File: src/rtl/dpu_pkg.sv
// ---------------------------------------------------------------------------
// dpu_pkg
// Shared types and constants for the DPU datapath blocks.
//   int8_t      signed 8-bit activation/weight/result value
//   acc_t       signed accumulator/bias word (DPU_ACC_W bits)
//   pe_state_e  sequencer states of conv_pixel_engine
// ---------------------------------------------------------------------------
package dpu_pkg;

    localparam int DPU_ACC_W   = 32;
    localparam int LEAKY_SHIFT = 3;
    localparam int INT8_MAX    = 127;
    localparam int INT8_MIN    = -128;

    typedef logic signed [7:0]           int8_t;
    typedef logic signed [DPU_ACC_W-1:0] acc_t;

    typedef enum logic [2:0] {
        IDLE,
        ACCUM,
        BIAS,
        LEAKY,
        REQ,
        OUT
    } pe_state_e;

endpackage

File: src/rtl/conv_pixel_engine_if.sv
// ---------------------------------------------------------------------------
// conv_pixel_engine_if
// Pair input stream and result output stream of conv_pixel_engine.
//   in_valid/in_ready/in_weight/in_act     (weight, activation) pair stream
//   out_valid/out_ready/out_data           int8 result stream
// Handshake: a transfer happens on a rising clock edge where valid && ready
// are both high. The source holds valid and payload stable until that edge;
// the sink may raise or drop ready at any time.
// Modports: master = pair source / result sink, slave = the engine.
// ---------------------------------------------------------------------------
interface conv_pixel_engine_if;
    import dpu_pkg::*;

    logic  in_valid;
    logic  in_ready;
    int8_t in_weight;
    int8_t in_act;
    logic  out_valid;
    logic  out_ready;
    int8_t out_data;

    modport master (
        output in_valid, in_weight, in_act, out_ready,
        input  in_ready, out_valid, out_data
    );

    modport slave (
        input  in_valid, in_weight, in_act, out_ready,
        output in_ready, out_valid, out_data
    );

endinterface

File: src/rtl/pe_requant.sv
// ---------------------------------------------------------------------------
// pe_requant
// Combinational requantizer: p = y * scale (48-bit signed, scale unsigned),
// r = round-half-up(p / 2^SCALE_Q), then clamp to int8.
//   y      in   ACC_W  signed post-activation value
//   scale  in   16     unsigned Q(SCALE_Q) scale
//   data   out  8      clamped int8 result
//   sat    out  1      r fell outside [-128, 127] and was clamped
// ---------------------------------------------------------------------------
module pe_requant
    import dpu_pkg::*;
#(
    parameter int ACC_W   = DPU_ACC_W,
    parameter int SCALE_Q = 16
) (
    input  logic signed [ACC_W-1:0] y,
    input  logic        [15:0]      scale,
    output int8_t                   data,
    output logic                    sat
);

    localparam int P_W = 48;
    localparam logic signed [P_W-1:0] HALF  = P_W'(1) << (SCALE_Q - 1);
    localparam logic signed [P_W-1:0] R_MAX = P_W'(INT8_MAX);
    localparam logic signed [P_W-1:0] R_MIN = P_W'(INT8_MIN);

    logic signed [P_W-1:0] y_ext;
    logic signed [P_W-1:0] scale_ext;
    logic signed [P_W-1:0] prod;
    logic signed [P_W-1:0] r;

    always_comb begin
        y_ext     = {{(P_W-ACC_W){y[ACC_W-1]}}, y};
        // Zero-extend so a scale above 0x7FFF is not read as negative.
        scale_ext = {{(P_W-16){1'b0}}, scale};
        prod      = y_ext * scale_ext;
        // All operands signed, so >>> floors toward minus infinity.
        r         = (prod + HALF) >>> SCALE_Q;
        sat       = 1'b0;
        data      = r[7:0];
        if (r > R_MAX) begin
            data = 8'(INT8_MAX);
            sat  = 1'b1;
        end else if (r < R_MIN) begin
            data = 8'(INT8_MIN);
            sat  = 1'b1;
        end
    end

endmodule

File: src/rtl/conv_pixel_engine.sv
// ---------------------------------------------------------------------------
// conv_pixel_engine
// Sequencer for one conv output value: accumulates NUM_MACS int8 products,
// adds bias, applies LeakyReLU (negative slope 1/8) and requantizes to int8.
// Ports:
//   clk, rst_n   clock (rising edge), asynchronous active-low reset
//   start        begin a new output value; honoured only in IDLE
//   cfg_bias     signed bias, latched on an accepted start
//   cfg_scale    unsigned Q(SCALE_Q) scale, latched on an accepted start
//   bus          conv_pixel_engine_if.slave: pair input + result output
//   busy         state != IDLE
//   dbg_state    current sequencer state
//   sat_count    (CONV_PE_SAT_STATS_EN only) saturating count of clamped results
// Build option: define CONV_PE_SAT_STATS_EN to add sat_count.
// Timing: last pair accepted at edge N -> out_valid high after edge N+3.
// ---------------------------------------------------------------------------
module conv_pixel_engine
    import dpu_pkg::*;
#(
    parameter int NUM_MACS = 1152,
    parameter int SCALE_Q  = 16,
    parameter int ACC_W    = DPU_ACC_W
) (
    input  logic                    clk,
    input  logic                    rst_n,
    input  logic                    start,
    input  logic signed [ACC_W-1:0] cfg_bias,
    input  logic        [15:0]      cfg_scale,
    conv_pixel_engine_if.slave      bus,
    output logic                    busy,
    output pe_state_e               dbg_state
`ifdef CONV_PE_SAT_STATS_EN
    ,
    output logic        [15:0]      sat_count
`endif
);

    localparam int CNT_W = (NUM_MACS > 1) ? $clog2(NUM_MACS) : 1;
    localparam logic [CNT_W-1:0] LAST = CNT_W'(NUM_MACS - 1);

    pe_state_e               state;
    logic signed [ACC_W-1:0] acc;
    logic signed [ACC_W-1:0] bias_q;
    logic        [15:0]      scale_q;
    logic        [CNT_W-1:0] count;

    logic signed [15:0]      prod;
    int8_t                   req_data;
    logic                    req_sat;

    // Full 16-bit signed product of two int8 values.
    assign prod = 16'(bus.in_weight) * 16'(bus.in_act);

    // acc is reused in place: sum -> sum+bias -> LeakyReLU(y) feeding requant.
    pe_requant #(
        .ACC_W   (ACC_W),
        .SCALE_Q (SCALE_Q)
    ) u_requant (
        .y     (acc),
        .scale (scale_q),
        .data  (req_data),
        .sat   (req_sat)
    );

    always_ff @(posedge clk or negedge rst_n) begin
        if (!rst_n) begin
            state         <= IDLE;
            acc           <= '0;
            count         <= '0;
            bias_q        <= '0;
            scale_q       <= '0;
            bus.in_ready  <= 1'b0;
            bus.out_valid <= 1'b0;
            bus.out_data  <= '0;
`ifdef CONV_PE_SAT_STATS_EN
            sat_count     <= '0;
`endif
        end else begin
            case (state)
                IDLE: begin
                    if (start) begin
                        state        <= ACCUM;
                        acc          <= '0;
                        count        <= '0;
                        bias_q       <= cfg_bias;
                        scale_q      <= cfg_scale;
                        bus.in_ready <= 1'b1;
                    end
                end
                ACCUM: begin
                    if (bus.in_valid && bus.in_ready) begin
                        acc   <= acc + ACC_W'(prod);
                        count <= count + CNT_W'(1);
                        if (count == LAST) begin
                            state        <= BIAS;
                            bus.in_ready <= 1'b0;
                        end
                    end
                end
                BIAS: begin
                    acc   <= acc + bias_q;
                    state <= LEAKY;
                end
                LEAKY: begin
                    if (acc[ACC_W-1]) begin
                        acc <= acc >>> LEAKY_SHIFT;
                    end
                    state <= REQ;
                end
                REQ: begin
                    bus.out_valid <= 1'b1;
                    bus.out_data  <= req_data;
`ifdef CONV_PE_SAT_STATS_EN
                    if (req_sat && (sat_count != 16'hFFFF)) begin
                        sat_count <= sat_count + 16'd1;
                    end
`endif
                    state <= OUT;
                end
                OUT: begin
                    // start is not looked at here, so a start coinciding
                    // with the result handshake is dropped.
                    if (bus.out_ready) begin
                        bus.out_valid <= 1'b0;
                        state         <= IDLE;
                    end
                end
                default: state <= IDLE;
            endcase
        end
    end

`ifndef CONV_PE_SAT_STATS_EN
    logic unused_sat;
    assign unused_sat = req_sat;
`endif

    assign busy      = (state != IDLE);
    assign dbg_state = state;

endmodule

File: src/flat_wrapper.sv
// flat-port wrapper written by rule: the top's interface ports become plain ports
module conv_pixel_engine_flat import dpu_pkg::*;
#(
    parameter int NUM_MACS = 1152,
    parameter int SCALE_Q  = 16,
    parameter int ACC_W    = DPU_ACC_W
)
  (clk, rst_n, start, cfg_bias, cfg_scale, busy, dbg_state, bus_in_valid, bus_in_weight, bus_in_act, bus_out_ready, bus_in_ready, bus_out_valid, bus_out_data);
  conv_pixel_engine_if bus_i ();
  input  logic clk;
  input  logic rst_n;
  input  logic start;
  input  logic signed [ACC_W-1:0] cfg_bias;
  input  logic        [15:0] cfg_scale;
  output logic busy;
  output pe_state_e dbg_state;
  input wire logic [$bits(bus_i.in_valid)-1:0] bus_in_valid;
  input wire logic [$bits(bus_i.in_weight)-1:0] bus_in_weight;
  input wire logic [$bits(bus_i.in_act)-1:0] bus_in_act;
  input wire logic [$bits(bus_i.out_ready)-1:0] bus_out_ready;
  output wire logic [$bits(bus_i.in_ready)-1:0] bus_in_ready;
  output wire logic [$bits(bus_i.out_valid)-1:0] bus_out_valid;
  output wire logic [$bits(bus_i.out_data)-1:0] bus_out_data;
  assign bus_i.in_valid = bus_in_valid;
  assign bus_i.in_weight = bus_in_weight;
  assign bus_i.in_act = bus_in_act;
  assign bus_i.out_ready = bus_out_ready;
  assign bus_in_ready = bus_i.in_ready;
  assign bus_out_valid = bus_i.out_valid;
  assign bus_out_data = bus_i.out_data;
  conv_pixel_engine #(.NUM_MACS(NUM_MACS), .SCALE_Q(SCALE_Q), .ACC_W(ACC_W)) u_core (.clk(clk), .rst_n(rst_n), .start(start), .cfg_bias(cfg_bias), .cfg_scale(cfg_scale), .bus(bus_i), .busy(busy), .dbg_state(dbg_state));
endmodule
File: config.mk
export PLATFORM = sky130hd
export DESIGN_NAME = conv_pixel_engine_flat
export DESIGN_NICKNAME = d
export VERILOG_FILES = /design/src/rtl/dpu_pkg.sv /design/src/rtl/conv_pixel_engine_if.sv /design/src/rtl/pe_requant.sv /design/src/rtl/conv_pixel_engine.sv /design/src/flat_wrapper.sv
export SDC_FILE = /design/constraint.sdc
export NUM_CORES = 2
export LEC_CHECK = 0
export CAP_MARGIN = 20
export CORE_MARGIN = 3
export CORE_UTILIZATION = 43
export DETAILED_ROUTE_END_ITERATION = 8
export PLACE_DENSITY = 0.64
export SLEW_MARGIN = 20
export SYNTH_ARGS = -nofsm -noshare
export SYNTH_HDL_FRONTEND = slang
export SYNTH_SLANG_ARGS = --single-unit
export TNS_END_PERCENT = 1
File: constraint.sdc
create_clock -name clk -period 6.9 [get_ports clk]
set_input_delay 0.69 -clock clk [delete_from_list [all_inputs] [get_ports clk]]
set_output_delay 0.69 -clock clk [all_outputs]
set_load 0.02 [all_outputs]
Yosys cells after proc, flatten, opt, wreduce, memory -nomap -nowiden:

Cells that the tools add are included.

* $add $sub $neg: 4
* $mul: 2
* order comparisons: 2
* equality and inequality tests: 11
* multiplexer cells: 20
* reductions and logical operators: 13

Operator list (count)
* $pmux 32 s4: 1
* $mux 32: 3
* $add 48x17->48 const B: 1
* $mul 32x17->48: 1
* $add 32x16->32: 1
* $add 32x32->32: 1
* $gt 32x8->1 const B: 1
* $lt 32x8->1 const B: 1
* $mux 11: 2
* $pmux 11 s2: 1
* $pmux 3 s6: 1
* $mul 8x8->16: 1
* $mux 8: 2
* $mux 3: 4
* $reduce_and 4->1: 3
* $add 11x1->11 const B: 1
* $eq 11x11->1 const B: 1
* $eq 3x2->1 const B: 2
* $eq 3x3->1 const B: 2
* $ne 2x1->1 const B: 3
* $reduce_and 3->1: 2
* $mux 1: 4
* $ne 2x2->1 const B: 2
* $pmux 1 s2: 2
* other kinds (7): 9

* flip-flop bits (word level): 104
* input port bits: 69
* output and inout bits: 14

Logic depth before layout (Yosys ltp):

* word-level depth: 5
* depth in mapped cells: 28

Modules after synthesis:

From an unflattened synthesis, not the netlist that was laid out.

* cell total of the unflattened synthesis: 3287
* area total of the unflattened synthesis: 30459.2 um^2

Modules (own cells, without submodules)
* pe_requant: times used 1, cells each 2221, area an instance 19319.8 um^2, sequential area each 0.0 um^2
* conv_pixel_engine: times used 1, cells each 1066, area an instance 11139.4 um^2, sequential area each 2602.5 um^2

Worst setup path after synthesis:

OpenSTA, ideal clock, no wires.

* path kind: register to register
* from: register u_core.acc[31]
* to: register u_core.bus.out_data[0]
* arrival time: 6.855 ns
* data required time: 6.822 ns
* setup slack: -0.033 ns
* stages on the path, launching flop included: 24
* buffers on the path: 2
* clock period less this slack: 6.933 ns
* path through: dfrtp_1 clkbuf_1 clkbuf_1 nand2_1 inv_1 fa_1 inv_1 fa_1 inv_1 fa_1 fa_1 fa_1 fa_1 ha_1 a21o_1 a21o_1 a21o_1 a211o_1 a21oi_1 a21boi_1 or2_2 nand4b_1 o41ai_4 o2bb2ai_1

* longest elaborated chain between the ends: 5

RTL lines
* start: declaration: RTL line conv_pixel_engine.sv:42 `logic signed [ACC_W-1:0] acc;`
* start signal: assignment: RTL line conv_pixel_engine.sv:92 `acc <= acc + ACC_W'(prod);`
* start signal: assignment: RTL line conv_pixel_engine.sv:101 `acc <= acc + bias_q;`
* start signal: assignment: RTL line conv_pixel_engine.sv:106 `acc <= acc >>> LEAKY_SHIFT;`
* $mul 32x17->48 *: RTL line pe_requant.sv:36 `prod = y_ext * scale_ext;`
* $add 48x17->48 *: RTL line pe_requant.sv:38 `r = (prod + HALF) >>> SCALE_Q;`
* $lt 32x8->1: RTL line pe_requant.sv:44 `end else if (r < R_MIN) begin`
* $mux 8: RTL line pe_requant.sv:44
* $mux 8 *: RTL line pe_requant.sv:41 `if (r > R_MAX) begin`
* end signal: assignment: RTL line conv_pixel_engine.sv:112 `bus.out_data <= req_data;`
* end: declaration: RTL line conv_pixel_engine_if.sv:29 `output in_ready, out_valid, out_data`

Mark *: on every way between the ends. The rest lies on a longest branch, timed or not.
A chain may end at the register's enable or synchronous reset.

Worst setup path after layout:

* from: register u_core.acc[8]
* to: register u_core.bus.out_data[2]

The elaborated chain is that of the path after synthesis.

==> results.txt <==
----------------------------------------------------
[Status]
  Violations in the final reports ... negative setup slack
  Status ... finished, violations left

[CTS]
  Hold buffer count at cts ... 0
  Clock transition at the registers of the reported paths ... ~0.10 ns
  Root buffer cell ... sky130_fd_sc_hd__clkbuf_16
  Number of levels the H-tree was split into ... 3
  Total clock buffers created by CTS ... 9
  Clock tree from TritonCTS ... yes
  Worst-skew pair later-pin latency ... 0.42 ns
  Maximum clock insertion buffer count ... 2
  Num Clock Sinks ... around 100

[Yosys]
  Largest cells by area after synthesis ... sky130_fd_sc_hd__fa_1 (40%), sky130_fd_sc_hd__inv_1 (10%), sky130_fd_sc_hd__ha_1 (9.8%), sky130_fd_sc_hd__dfrtp_1 (8.5%), sky130_fd_sc_hd__and2_1 (7.0%)
  Net Count, Synth ... 4,357
  FFs w/ async S/R, synth ... 1.000
  Syn Std Cell Area ... ~0.031 mm2
  Post-synthesis cell type with the largest combined area ... sky130_fd_sc_hd__fa_1
  FF+latch count, synth ... 104
  Synthesized instance count ... 3,427
  Number of enable flip-flop cells after synthesis ... 0
  Cell types with the highest counts after synthesis ... sky130_fd_sc_hd__inv_1 (835), sky130_fd_sc_hd__fa_1 (620), sky130_fd_sc_hd__and2_1 (342)
  Yosys synthesis warning count ... 0
  Sequential cell area fraction in the yosys report ... 0.08489
  Average size of a mapped cell ... 8.946 um2
  Share of the synthesized area in the top cell type ... 0.4048
  Most instantiated flip-flop cell in the synthesis netlist ... sky130_fd_sc_hd__dfrtp_1
  Most common cell in the netlist ... sky130_fd_sc_hd__inv_1
  Library cells used by synthesis ... 81

[STA]
  Max-slew violation count ... 0
  Min setup slack post-route ... -0.1378 ns
  Number of endpoints failing setup at the final stage ... 7
  Setup repair after global routing missed its margin ... yes
  Final hold violation count ... 0
  Transition at the pin with the smallest max-transition slack ... 0.9509 ns
  Clock tree skew after final layout ... 0.02067 ns
  Fin crit share ... 1.020
  Maximum frequency from static timing analysis ... ~0.14 GHz
  Final setup TNS ... -0.9348 ns
  Final worst path period need ... 7.038 ns
  Max transition margin ... 0.3577

[Placed design]
  IO buf count ... ~80
  Placed wire-length estimate ... 66.39 mm
  Final GP Congestion ... between 0.8 and 0.9

[Drt]
  Number of vias in the routed layout ... approximately 23,000
  Initial DRC Count ... 1,253
  Number of iterations in the first detailed-routing pass ... 5
  Antenna-violating nets left ... 0
  Number of design rule violations left after detail routing ... 0
  Post-DR vias/cell ... 4.998
  Routed wirelength normalized by instance count ... around 16 um
  Final Routed Wirelength ... 76.64 mm

[Cells and area]
  Count of inserted antenna diode cells ... 0
  Post-layout utilization of the core ... 0.5080
  Growth of design area from synthesis to finish ... 16.44%
  Fraction of final layout cells with drive strength greater than 1 ... 0.1442
  Multi-input gate area ... between 0.02 and 0.025 mm2
  Count of fill cells added during filler insertion ... 6,534
  Register Area ... around 0.0026 mm2
  Total Nets Final ... 4,650

[Critical path]
  WS Path Type ... reg -> reg
  Highest cell delay on the worst timing path ... just under 0.6 ns
  WP buf/inv ... 5
  CP required ... between 7 and 8 ns
  Crit path launch type ... register
  Slowest-stage cell, CP ... sky130_fd_sc_hd__fa_1
  Largest fanout of any net on the critical path ... 9
  Most frequent cell on the critical path ... sky130_fd_sc_hd__fa_1
  Top Family by Delay on Critical Path ... adder cells
  Ordered cell list for the critical path ... buf_4, and2_1, fa_1, fa_1, fa_1, fa_1, fa_1, inv_1, fa_1, inv_1, ha_4, buf_4, nand4_1, nor2_2, nand2_2, o31ai_4, nor2_1, xnor2_1, and4b_1, and4b_1, or4b_4, o41ai_4, buf_4, o2bb2ai_1
  Kind of capture point of the worst setup path ... register
  Data arrival at the endpoint of the critical path ... 7.38 ns

[Floorplanning]
  Initial cell density of the core ... 0.4363
  Area of the die ... between 0.07 and 0.08 mm2
  Horizontal die dimension ... 273.0 um
  Die extent in y ... 273.0 um
  Placeable core region ... 0.07027 mm2
  Number of placement rows ... 97
  # IOs ... 83

[GRT]
  Vias in the first global route ... 25,040
  Global-route wire length before repair ... 128.5 mm
  Aggregate global-route resource usage ... 0.2146
  Aggregate global routing overflow ... 0
  Met3 Track Usage GR ... 0.03257
  Met2 Use GR ... 0.3559
  Initial antenna violation count ... 2
  Grt peak-use layer ... met2
  Pin count of the biggest net entering global routing ... 69
  M1 GR Usage ... 0.2932

[Worst hold path]
  Path category of the worst min-delay check ... in -> async

[Run]
  Max-cap violations ... 0

----------------------------------------------------
metal layers:
layer | share of wire | wire length [um]
met5 | 0.00017 | 13
met4 | 0.023 | 1753
met3 | 0.047 | 3580
met2 | 0.47 | 36050
met1 | 0.46 | 35240
path summary, 6_finish.rpt:
path,startpoint,to,slack (ns),cells after the start
worst min-delay path,rst_n,u_core.bus.out_data[7],0.25,1
max in group asynchronous,rst_n,u_core.acc[20],5.19,2
worst max register to register,u_core.acc[8],u_core.bus.out_data[2],-0.14,24
worst max-delay path,u_core.acc[8],u_core.bus.out_data[2],-0.14,24
min in group clk,u_core.bus.out_valid,u_core.bus.out_valid,0.48,1
worst min register to register,u_core.bus.out_valid,u_core.bus.out_valid,0.48,1
logic make-up (layout without fill, tap and decap cells):
group                    Yosys count  after routing  share of synthesized area
flip-flops                       104            104                    0.08489
multiplexers                      55             55                    0.02004
buffers and inverters            983           1281                     0.1207
adder cells (fa/ha/maj)          861            861                     0.5032
AND/OR/NAND/NOR                  943            943                     0.1573
AO/OA/AOI/OAI                    385            385                    0.08648
XOR/XNOR                          96             96                    0.02743
placed cells by master (no fill, tap or decap), drive strengths merged, types with 6 or more instances in the layout:
master / count
buf: 348
clkbuf: 10
mux2: 51
nand3b: 7
inv: 836
dfrtp: 104
nand2: 338
a211oi: 15
xnor2: 66
a222oi: 16
fa: 620
clkdlybuf4s50: 81
o211ai: 7
o21ai: 93
a21o: 41
nor2: 100
or3: 10
and2: 342
xor2: 30
a221oi: 11
o31ai: 6
nand3: 39
and3: 10
nor3: 21
o22ai: 6
a21oi: 94
o2bb2ai: 8
a31oi: 16
ha: 241
o21a: 9
nor2b: 10
o221ai: 7
nand2b: 17
a22oi: 7
nand4: 18
o21bai: 10
stage by stage:
step | cells | hold slack (ns) | setup slack, ns | instance area, um2
after floorplan | 3427 | 0.3944 | 0.001649 | 30660
after global placement | 4637 | 0.4785 | -0.2435 | 34800
after detailed placement | 4637 | 0.4712 | -0.3342 | 34800
after CTS | 4658 | 0.2537 | -0.1575 | 35270
after global routing | 4665 | 0.2939 | -0.4427 | 35700
final | 4665 | 0.2521 | -0.1378 | 35700
sequential cells by signal, summed over array words and instances, names as in the netlist:
register and cells:
u_core.bus.in_ready 1, u_core.acc 32, u_core.bus.out_valid 1, u_core.dbg_state 3
u_core.scale_q 16, u_core.bus.out_data 8, u_core.count 11, u_core.bias_q 32
cell type report:
cell class / count / area share
Multi-Input combinational cell: 2340 / 0.6947
Timing Repair Buffer: 430 / 0.1021
Inverter: 835 / 0.08780
Sequential cell: 104 / 0.07367
Tap cell: 940 / 0.03295
Clock buffer: 9 / 0.006309
Clock inverter: 7 / 0.002559
repair_timing:
action,CTS,global route
buffers inserted,5,8
setup endpoints to repair,7,8
cloned,0,0
endpoints found under the hold margin,0,0
resized for setup,31,90
pin swaps,21,37
Power is not shown: default switching activity piles up to over one toggle a cycle in this logic, so the estimate is an artifact.
